**config.mk**
```make
export PLATFORM = sky130hd
export DESIGN_NAME = vref_ctrl_seq
export DESIGN_NICKNAME = d
export VERILOG_FILES = /design/src/rtl/vref_ctrl_seq.sv
export SDC_FILE = /design/constraint.sdc
export NUM_CORES = 1
export LEC_CHECK = 0
export CORE_MARGIN = 2
export CORE_UTILIZATION = 60
export DETAILED_ROUTE_END_ITERATION = 8
export PLACE_DENSITY = 0.85
export SLEW_MARGIN = 40
export SYNTH_ARGS = -nofsm -noshare
export SYNTH_HDL_FRONTEND = slang
export SYNTH_SLANG_ARGS = --single-unit
```
**constraint.sdc**
```tcl
create_clock -name clk -period 7.9 [get_ports clk]
set_input_delay 0.79 -clock clk [delete_from_list [all_inputs] [get_ports clk]]
set_output_delay 0.79 -clock clk [all_outputs]
set_load 0.05 [all_outputs]
```
**src/rtl/vref_ctrl_seq.sv**
```systemverilog
// Bandgap reference power-up sequencer: enable, settle wait, glitch-free trim ramp.
// Optional write lock register (addr 3) enabled by defining VREF_CTRL_LOCK_EN.
module vref_ctrl_seq #(
  parameter int          SETTLE_CYCLES = 1000,
  parameter int          STEP_CYCLES   = 16,
  parameter logic [7:0]  TRIM_RST      = 8'h80
) (
  input  logic       clk,
  input  logic       rst_n,
  input  logic       wr_valid,
  output logic       wr_ready,
  input  logic [1:0] wr_addr,
  input  logic [7:0] wr_data,
  output logic [7:0] trim,
  output logic       bg_en,
  output logic       sw1_sel,
  output logic       sw2_sel,
  output logic       ready,
  output logic       busy
);

  localparam int CNT_MAX =
    (SETTLE_CYCLES > STEP_CYCLES) ?
    SETTLE_CYCLES : STEP_CYCLES;
  localparam int CW = $clog2(CNT_MAX + 1);

  localparam logic [CW-1:0] SETTLE_LD =
    CW'(SETTLE_CYCLES - 1);
  localparam logic [CW-1:0] STEP_LD =
    CW'(STEP_CYCLES - 1);
  localparam logic [CW-1:0] CNT_ONE = CW'(1);

  typedef enum logic [1:0] {
    S_OFF,
    S_SETTLE,
    S_RAMP,
    S_READY
  } state_e;

  state_e          state_q, state_d;
  logic [CW-1:0]   cnt_q, cnt_d;
  logic [7:0]      trim_q, trim_d;
  logic [7:0]      target_q, target_d;
  logic [2:0]      ctrl_q, ctrl_d;
  logic            bg_en_q, bg_en_d;
  logic            ready_q, ready_d;
  logic            busy_q, busy_d;
  logic            sw1_q, sw1_d;
  logic            sw2_q, sw2_d;
  logic            wr_ready_q, wr_ready_d;
  logic            wr_acc;
  logic            wr_open;
  logic            en;
  logic            step_up;

`ifdef VREF_CTRL_LOCK_EN
  logic            lock_q, lock_d;
  assign wr_open = ~lock_q;
`else
  assign wr_open = 1'b1;
`endif

  assign wr_acc  = wr_valid & wr_ready_q;
  assign en      = ctrl_q[0];
  assign step_up = (target_q > trim_q);

  // Register file writes
  always_comb begin
    target_d = target_q;
    ctrl_d   = ctrl_q;
`ifdef VREF_CTRL_LOCK_EN
    lock_d   = lock_q;
`endif
    if (wr_acc) begin
      case (wr_addr)
        2'd0: begin
          if (wr_open) target_d = wr_data;
        end
        2'd1: begin
          if (wr_open) ctrl_d = wr_data[2:0];
        end
`ifdef VREF_CTRL_LOCK_EN
        2'd3: begin
          if (wr_data == 8'hA5) lock_d = 1'b1;
        end
`endif
        default: ;
      endcase
    end
  end

  // Sequencer next state
  always_comb begin
    state_d = state_q;
    cnt_d   = cnt_q;
    trim_d  = trim_q;
    unique case (state_q)
      S_OFF: begin
        if (en) begin
          state_d = S_SETTLE;
          cnt_d   = SETTLE_LD;
        end
      end
      S_SETTLE: begin
        if (cnt_q == '0) begin
          state_d = S_RAMP;
          cnt_d   = STEP_LD;
        end else begin
          cnt_d = cnt_q - CNT_ONE;
        end
      end
      S_RAMP: begin
        if (!en) begin
          state_d = S_OFF;
        end else if (trim_q == target_q) begin
          state_d = S_READY;
        end else if (cnt_q == '0) begin
          cnt_d = STEP_LD;
          if (step_up && trim_q != 8'hFF)
            trim_d = trim_q + 8'd1;
          else if (!step_up && trim_q != 8'h00)
            trim_d = trim_q - 8'd1;
        end else begin
          cnt_d = cnt_q - CNT_ONE;
        end
      end
      S_READY: begin
        if (!en) begin
          state_d = S_OFF;
        end else if (target_q != trim_q) begin
          state_d = S_RAMP;
          cnt_d   = STEP_LD;
        end
      end
      default: begin
        state_d = S_OFF;
      end
    endcase
  end

  // Outputs follow the next state so every port is a flop
  always_comb begin
    bg_en_d    = (state_d != S_OFF);
    ready_d    = (state_d == S_READY);
    busy_d     = (state_d == S_SETTLE) |
                 (state_d == S_RAMP);
    wr_ready_d = (state_d != S_SETTLE);
    sw1_d      = ctrl_d[1] & ready_d;
    sw2_d      = ctrl_d[2] & ready_d;
  end

  always_ff @(posedge clk or negedge rst_n) begin
    if (!rst_n) begin
      state_q    <= S_OFF;
      cnt_q      <= '0;
      trim_q     <= TRIM_RST;
      target_q   <= TRIM_RST;
      ctrl_q     <= '0;
      bg_en_q    <= 1'b0;
      ready_q    <= 1'b0;
      busy_q     <= 1'b0;
      sw1_q      <= 1'b0;
      sw2_q      <= 1'b0;
      wr_ready_q <= 1'b1;
    end else begin
      state_q    <= state_d;
      cnt_q      <= cnt_d;
      trim_q     <= trim_d;
      target_q   <= target_d;
      ctrl_q     <= ctrl_d;
      bg_en_q    <= bg_en_d;
      ready_q    <= ready_d;
      busy_q     <= busy_d;
      sw1_q      <= sw1_d;
      sw2_q      <= sw2_d;
      wr_ready_q <= wr_ready_d;
    end
  end

`ifdef VREF_CTRL_LOCK_EN
  always_ff @(posedge clk or negedge rst_n) begin
    if (!rst_n) lock_q <= 1'b0;
    else        lock_q <= lock_d;
  end
`endif

  assign trim     = trim_q;
  assign bg_en    = bg_en_q;
  assign ready    = ready_q;
  assign busy     = busy_q;
  assign sw1_sel  = sw1_q;
  assign sw2_sel  = sw2_q;
  assign wr_ready = wr_ready_q;

endmodule

```
# After elaboration in Yosys (flattened, before gate mapping)
# Cells that the tools add are included.
[classes]
n_reduce_logical = 13
n_eq_ne = 16
order_cmp = 1
add_sub_neg = 3
bitwise_logic = 5
muxes = 18
[ops]
columns = ["cell", "count"]
rows = [
  ["$mux W10", 6],
  ["$pmux W10 S4", 1],
  ["$mux W8", 2],
  ["$mux W2", 6],
  ["$logic_not A10 Y1", 1],
  ["$ne A2 B2 Y1 const B", 5],
  ["$reduce_and A5 Y1", 2],
  ["$sub A10 B1 Y10 const B", 1],
  ["$add A8 B1 Y8 const B", 1],
  ["$eq A2 B2 Y1 const B", 4],
  ["$eq A8 B8 Y1", 1],
  ["$gt A8 B8 Y1", 1],
  ["$ne A8 B8 Y1", 1],
  ["$ne A8 B8 Y1 const B", 1],
  ["$pmux W2 S4", 1],
  ["$reduce_bool A8 Y1", 1],
  ["$sub A8 B1 Y8 const B", 1],
  ["$eq A2 B1 Y1 const B", 3],
  ["$mux W3", 2],
  ["$logic_not A2 Y1", 2],
  ["$reduce_and A2 Y1", 2],
  ["$reduce_bool A2 Y1", 2],
  ["$and A1 B1 Y1", 3],
  ["$logic_and A1 B1 Y1", 2],
  ["4 further kinds", 4],
]
[word_totals]
input_bits = 13
word_cells = 68
reg_bits = 37
output_inout_bits = 14

# Longest topological paths before layout
# Gate-level depths: netlist (run 1).
[logic_depth]
word_depth = 6
depth_mapped = 14
ltp_nobuf = 14

# Least setup slack after synthesis (run 1)
# OpenSTA, ideal clock, no wires.
[synth_path]
kind = "reg2reg"
startpoint = "register trim_q[7], in the netlist trim[7]"
endpoint = "register trim_q[7], in the netlist trim[7]"
stages_incl_launch_ff = 15
setup_ps = 111
arrival_ps = 3507
path_buffers = 0
setup_slack_ps = 4282
synth_period_minus_slack_ps = 3618
cell_sequence = "dfstp_2 > inv_1 > ha_1 > nand4_2 > or2_4 > o21a_4 > or2_4 > o21ai_0 > ha_1 > a21o_1 > a31o_2 > a21oi_1 > and2_1 > mux2i_1 > o311ai_0"
[synth_between]
elab_chain_cells = 5
elab_cells_between_ends = 14
cone_classes = "add/sub: 2; order compare: 1; eq/ne: 2; mux: 2; bitwise: 1; reduce/logical: 6"
[synth_lines]
columns = ["item", "line_no", "text"]
rows = [
  ["start: declaration", "42", "logic [7:0] trim_q, trim_d;"],
  ["start signal: assignment", "168", "trim_q <= trim_d;"],
  ["$gt A8 B8 Y1", "65", "assign step_up = (target_q > trim_q);"],
  ["$logic_not A1 Y1", "121", "else if (!step_up && trim_q != 8'h00)"],
  ["$logic_and A1 B1 Y1", "121", ""],
  ["$reduce_bool A2 Y1 (no source line)", "-", ""],
  ["$reduce_and A5 Y1 (no source line)", "-", ""],
]
# Parallel ways exist; a longest one is shown, timed or not. The select of a mux whose other input is x is not followed.
# A chain may end at the register's enable or synchronous reset.

# Final worst setup path (run 1)
# Ends and elaborated chain as after synthesis.

==> results.md, run 1 <==
- Multi-input logic area: 1280 um2
- GRT Overall Usage: a little under a quarter
- Net Count, Synth: 271
- Top-area cell type share of the netlist area: 36.9%
- Switching power: 0.341 mW
- Post-CTS setup buffer count: 0
- Via-to-Cell Ratio: around 6.0
- List of most frequent post-synthesis cells: dfrtp_1 (34), ha_1 (24), a21oi_1 (19), inv_1 (19), o21ai_0 (16)
- DP HPWL: between 3 and 4 mm
- Final period util: 47.1%
- Post-synth ARST share: 100%
- R2R Path End: trim[7]
- Kind of cell adding the most delay to the critical path: compound AO/OA/AOI/OAI gates
- Buffers and inverters on the worst path: 1
- Routed WL: 4.51 mm
- Netlist Area Pre-Place: 2310 um2
- Clk sinks: 37
- Largest family of logic cells by synthesized area: compound AO/OA/AOI/OAI gates
- Die Height: roughly 66 um
- Num rows: 22
- Worst vdd ir: roughly 0.21 mV
- CTS Root Cell: clkbuf_8
- Reg clk slew, reported paths: 70 ps
- Fin. max-slew vios: 0
- Clock network fraction of total power: roughly 16%
- RR Startpoint: trim[7]
- Synth Flop Type: dfrtp_1
- Initial antenna violation count: 0
- Worst Path Arrival: between 3000 and 4000 ps
- Top post-synthesis cells by area: dfrtp_1 (37%), ha_1 (13%), mux2_2 (4.9%)
- RSZ-0062 raised after global routing: no
- WP data required: 8080 ps
- First-pass GRT wire length: 7.85 mm
- Fin crit period: 3720 ps
- Fillers: 284
- Final setup vio count: 0
- Crit start category: register
- TritonCTS buffer count: 5
- Post-synthesis sequential area ratio: 40.3%
- #FFs+latches synth: 37
- Placed cell area: 2600 um2
- Layout area overhead: 16.4%
- Min-Delay Path Class: input pin to async pin
- Avg Cell Area, Syn: 9.90 um2
- Max cap viols: 0
- CTS tree: yes
- Post-synthesis xor/xnor area fraction: 2.28%
- Number of global-route vias before repair: 1736
- Final Hold Fails: 0
- Rel. slew slack: 53.7%
- Simple-gate portion of the synthesized area: 13.9%
- Max Root-Sink Buffers: 2
- Crit path capture type: register
- Max FO, Critical Path: 7
- Yosys synthesis warning count: 0
- Largest area contributor in the netlist: dfrtp_1
- Die width: about 66 um
- Worst reg-to-reg path cell count: 14
- Total number of vias: approximately 1900
- Routability cong.: 0.875
- CP max-delay cell: dfstp_2
- Worst Setup Path Type: register to register
- Post-Synth Adder-Cell Area: between 10 and 15%
- FF-to-FF setup slack: 4180 ps
- Final instance area: 2690 um2
- Layout cells sized above 1: between 10% and 20%
- Top-count cell post-synth: dfrtp_1
- Antenna-violating nets left: 0
- DRC viols: 0
- Post-synthesis mux area share: roughly 8.4%
- Starting Density: between 60 and 70%
- Overflow after GRT: 0
- Status: finished, final reports clean
- Crit-path cells: inv_1, ha_1, nand4_2, or2_4, o21a_4, or2_4, o21ai_1, ha_1, a21o_1, a31o_2, a21oi_1, and2_1, mux2i_1, o311ai_0
- Achievable Freq: 269 MHz
- FF+latch area: 930 um2
- Measured slew at the worst slew-check pin: 694 ps
- Power Dens Cells: 307 nW/um2
- Post-layout util: 72.8%
- Number of port buffers: 26
- Final WS setup: around 4200 ps
- H-tree depth: 2
- Internal power: 0.484 mW
- Gate Count Post-Synth: 233
- Leakage power: 1.21 nW
- Comb power frac: between 40 and 50%
- ANT cells: 0
- Synth cell types: 45
- DIE AREA: 4360 um2
- Place WS: a little over 4000 ps
- Nets: 298
- Critical path's largest stage delay: 590 ps
- Post-CTS resize count: 0
- Setup TNS: 0 ps
- Core Area: 3690 um2
- Clk_lat worst skew: just under 300 ps
- Net Sw Frac: 41.3%
- Sequential power share: 36.5%
- Initial drt markers: 121
- DRT Pass-1 Iters: 4
- Skew final: 4.97 ps
- Boundary Pins: 27
- Complex-gate fraction of the synthesized area: 16.9%
- WL per Instance: 14.6 um
- Largest net degree at the start of global routing: 38
- EDFF count, synth: 0
- Hold_buf cts: 0
[cells in the final DEF (no fill, tap or decap), drive strengths merged, types with 2 or more instances in the layout]
master         count
a2111oi            3
a211oi             2
a21o               4
a21oi             19
a31oi              4
and2               4
clkbuf             6
clkdlybuf4s50     25
clkinv             2
dfrtp             34
dfstp              3
ha                24
inv               19
mux2              12
mux2i              5
nand2             11
nand3              4
nand3b             2
nand4              6
nor2              15
nor2b              2
nor3               7
nor4               5
o21a               2
o21ai             16
o31ai              3
or2                2
xnor2              5
[cells by family (layout without fill, tap and decap cells)]
kind of cell               Yosys count  in the layout
AOI/OAI and AO/OA                   62             62
xor gates and xnor gates             6              6
adders and majority gates           25             25
buffers and inverters               25             53
DFF                                 37             37
muxes                               17             17
and+or+nand+nor                     61             61
[layout make-up]
cell class	instances	share of cell area, %
Tap cell	48	2.24
Clock inverter	2	0.373
Timing Repair Buffer	26	9.60
Inverter	19	2.66
Clock buffer	6	2.70
Sequential cell	37	34.6
Multi-Input combinational cell	171	47.8
[worst reg2reg max path, delay by kind of cell, from the launching register on]
kind,cells,cell delay (ps)
buffers and inverters,1,70
flip-flops,1,590
multiplexers,1,60
AND/OR/NAND/NOR,4,850
adder cells (fa/ha/maj),2,690
AO/OA/AOI/OAI,6,1370
[sequential cells by signal, indices dropped and copies added (netlist names)]
signal and flops:
target_q 8, cnt_q 10, busy 1, ready 1, trim 8, ctrl_q 3
state_q 2, sw1_sel 1, bg_en 1, sw2_sel 1, wr_ready 1
[metrics by stage]
| step | hold slack [ps] | instances | total power, mW |
|---|---|---|---|
| 4_1_cts | 503 | 309 | 0.828 |
| 5_1_grt | 488 | 309 | 0.898 |
| 2_1_floorplan | 465 | 233 | 0.600 |
| 6_report | 449 | 309 | 0.825 |
| 3_5_place_dp | 486 | 301 | 0.697 |
| 3_3_place_gp | 476 | 301 | 0.677 |
[per-layer routing]
layer | part of all wire (%) | global-route usage, %
met1 | 45 | 31.9
met2 | 47 | 37.2
met3 | 5.0 | 5.79
met4 | 2.5 | 9.44
met5 | 0 | 0
[power by group through the flow]
stage	clock network [mW]	logic, mW	registers, mW
6_report	0.128	0.396	0.301
5_1_grt	0.142	0.450	0.306
4_1_cts	0.132	0.396	0.300
3_5_place_dp	0	0.394	0.303
3_3_place_gp	0	0.376	0.301
2_1_floorplan	0	0.286	0.313
[worst max-delay path by stage]
stage | cells past startpoint | from | slack [ps] | to
finish | 14 | trim[7] | 4180 | trim[7]
global route | 14 | trim[7] | 3930 | trim[7]
CTS | 14 | trim[1] | 4110 | trim[7]
detailed placement | 14 | trim[7] | 4160 | trim[7]
global placement | 14 | trim[7] | 4330 | trim[7]
floorplan | 14 | trim[7] | 4280 | trim[7]
(Power assumes the default switching activity.)
==> run 2, diff against run 1 <==
Settings changed: CORE_UTILIZATION 60 to 50, PLACE_DENSITY 0.85 to 0.75.
Clock period 7.9 ns to 3 ns, I/O delays scaled along.
==> run 2 against run 1 <==
The flow now finishes with violations (setup timing). Hold slack improved by 15 ps. Combinational power grew to 3.3 times the previous value. Clock skew is 3.8 ps higher.
==> results.md, run 2 (same netlist as run 1, synthesis figures left out) <==
- Max Root-Sink Buffers: 2 (unchanged)
- DRC viols: 0 (unchanged)
- Leading cell types in the layout, fill and taps excluded: buf_4 (28), dfrtp_1 (27), clkdlybuf4s50_1 (25), ha_1 (19), inv_1 (18)
- Boundary Pins: 27 (unchanged)
- First-pass GRT wire length: 8.60 mm (+9.7%)
- Min-Delay Path Class: input pin to async pin
- Switching power: 0.981 mW (+190%)
- Internal power: 1.56 mW (+220%)
- DRT Pass-1 Iters: 4 (unchanged)
- Skew final: 8.79 ps (+3.82 ps)
- CTS tree: yes
- Setup crit start: trim[7]
- Max cap viols: 0 (unchanged)
- Leakage power: 1.38 nW (+13%)
- TritonCTS buffer count: 5 (unchanged)
- RSZ-0062 raised after global routing: yes
- Initial antenna violation count: 0 (unchanged)
- Antenna-violating nets left: 0 (unchanged)
- Crit-path cells: inv_4, ha_4, nand4_4, or2_4, o21a_4, or2_4, o21ai_4, ha_4, a21o_1, a21oi_2, o21bai_1, a21oi_2, xnor2_1, mux2_4
- Post-layout util: 70.4% (-2.4 points)
- Max FFs per register: 10 (unchanged)
- Worst Path Arrival: 3280 ps (-620 ps)
- Power Dens Cells: 822 nW/um2 (+170%)
- Final WS setup: -97.6 ps (-4280 ps)
- Rel. slew slack: 64.9% (+11 points)
- Largest net degree at the start of global routing: 24 (-37%)
- Reg clk slew, reported paths: 80 ps (about the same)
- Layout area overhead: 33.9%
- Place WS: -92.9 ps (-4250 ps)
- Die width: 71.9 um (+9.0%)
- Clk_lat worst skew: 290 ps (about the same)
- GRT Overall Usage: 21.0% (-2.8 points)
- DP HPWL: 3.78 mm (+15%)
- Worst vdd ir: 0.450 mV (+120%)
- Starting Density: 52.6% (-9.9 points)
- CTS Root Cell: clkbuf_8
- Setup TNS: -170 ps (-170 ps)
- Fin crit period: 3100 ps (-624 ps)
- Core Area: 4380 um2 (+19%)
- Num rows: 24 (+9.1%)
- Clock network fraction of total power: 18.1% (+2.6 points)
- Worst reg-to-reg path cell count: 14 (unchanged)
- Final setup vio count: 2 (+2)
- Comb power frac: 50.8% (+2.8 points)
- Number of port buffers: 26 (unchanged)
- Most common cell after layout, fill and taps aside: buf_4
- Max FO, Critical Path: 7 (unchanged)
- Routed WL: 5.03 mm (+12%)
- WL per Instance: 14.7 um (+0.52%)
- Routability cong.: 0.804 (-8.1%)
- Net Sw Frac: 38.7% (-2.7 points)
- Nets: 328 (+10%)
- Number of global-route vias before repair: 1898 (+9.3%)
- R2R Path End: trim[6]
- Placed cell area: 2920 um2 (+12%)
- Layout cells sized above 1: 26.8% (+15 points)
- Total number of vias: 1902 (+2.8%)
- RR Startpoint: trim[7]
- ANT cells: 0 (unchanged)
- Clk sinks: 37 (unchanged)
- Fillers: 367 (+29%)
- CP max-delay cell: dfstp_4
- H-tree depth: 2 (unchanged)
- Crit start category: register
- FF-to-FF setup slack: -100 ps (-4280 ps)
- Measured slew at the worst slew-check pin: 522 ps (-172 ps)
- Critical path's largest stage delay: 630 ps (+40 ps)
- DIE AREA: 5170 um2 (+19%)
- Crit path capture type: register
- Achievable Freq: 323 MHz (+20%)
- Initial drt markers: 101 (-17%)
- Failing checks: setup timing
- Final instance area: 3090 um2 (+15%)
- Worst Setup Path Type: register to register
- Status: finished with violations
- Sequential power share: 31.1% (-5.4 points)
- Via-to-Cell Ratio: 5.55 (-7.4%)
- WP data required: 3190 ps (-4890 ps)
- Biggest register: cnt_q
- Fin. max-slew vios: 0 (unchanged)
- Overflow after GRT: 0 (unchanged)
- Die Height: 71.9 um (+9.0%)
- Final period util: 103% (+56 points)
- Final Hold Fails: 0 (unchanged)
-- run 2: changes by cell type in the layout (fill, tap and decap cells not counted), sizes merged --
| cell | change |
|---|---|
| clkinvlp | +1 |
| buf | +29 |
| dlygate4sd3 | +1 |
| clkinv | -2 |
| bufinv | +1 |
-- run 2: worst max path at each step --
stage | endpoint | depth (start not counted)
floorplan | trim[7] | 14
global placement | trim[7] | 14
detailed placement | trim[7] | 14
CTS | trim[7] | 14
global route | trim[7] | 14
finish | trim[6] | 14
-- run 2: final cells by class --
type	count	area, um2	area share [%]
clock buffer	6	82.6	2.67
clock inverter	2	37.5	1.22
inverter	19	73.8	2.39
multi-input combinational	171	1380	44.8
sequential	37	942	30.5
tap	52	65.1	2.11
timing repair buffer	56	503	16.3
-- run 2: what timing repair did --
| action | in CTS | in global routing |
|---|---|---|
| resized for setup | 0 | 5 |
| hold endpoints to repair | 14 | 0 |
| setup buffers | 1 | 1 |
| hold buffers | 1 | 0 |
| pin swaps | 11 | 4 |
| endpoints found under the setup margin | 2 | 4 |
| cloned | 0 | 0 |
-- run 2: power groups by stage --
stage                     clock network, mW  registers, mW  logic [mW]
after CTS                             0.471          0.789        1.26
after global placement                    0          0.793        1.20
after detailed placement                  0          0.800        1.26
after global routing                  0.493          0.814        1.45
final                                 0.460          0.789        1.29
after floorplan                           0          0.829       0.843
-- run 2: per-stage QoR --
step | instances | hold slack (ps) | power (mW)
floorplan | 233 | 4.41 | 1.67
global placement | 331 | 446 | 2.00
detailed placement | 332 | 246 | 2.06
CTS | 342 | 471 | 2.52
global route | 343 | 518 | 2.76
finish | 343 | 464 | 2.54
-- run 2: worst max-delay path, delay by kind of cell (launching register included) --
| family | cells | cell delay [ps] |
|---|---|---|
| compound gates | 6 | 850 |
| xor+xnor | 1 | 70 |
| fa+ha+maj | 2 | 530 |
| buf+inv | 1 | 40 |
| flops | 1 | 630 |
| mux | 1 | 260 |
| simple gates | 3 | 590 |
-- run 2: layer usage --
layer  routed length (um)  track usage (%)  vias to the layer above
li1                     -                -                      963
met1                 2290             27.9                      903
met2                 2500             34.2                       27
met3                  139             4.72                        9
met4                   96             7.34                        0
met5                    0                0                        -
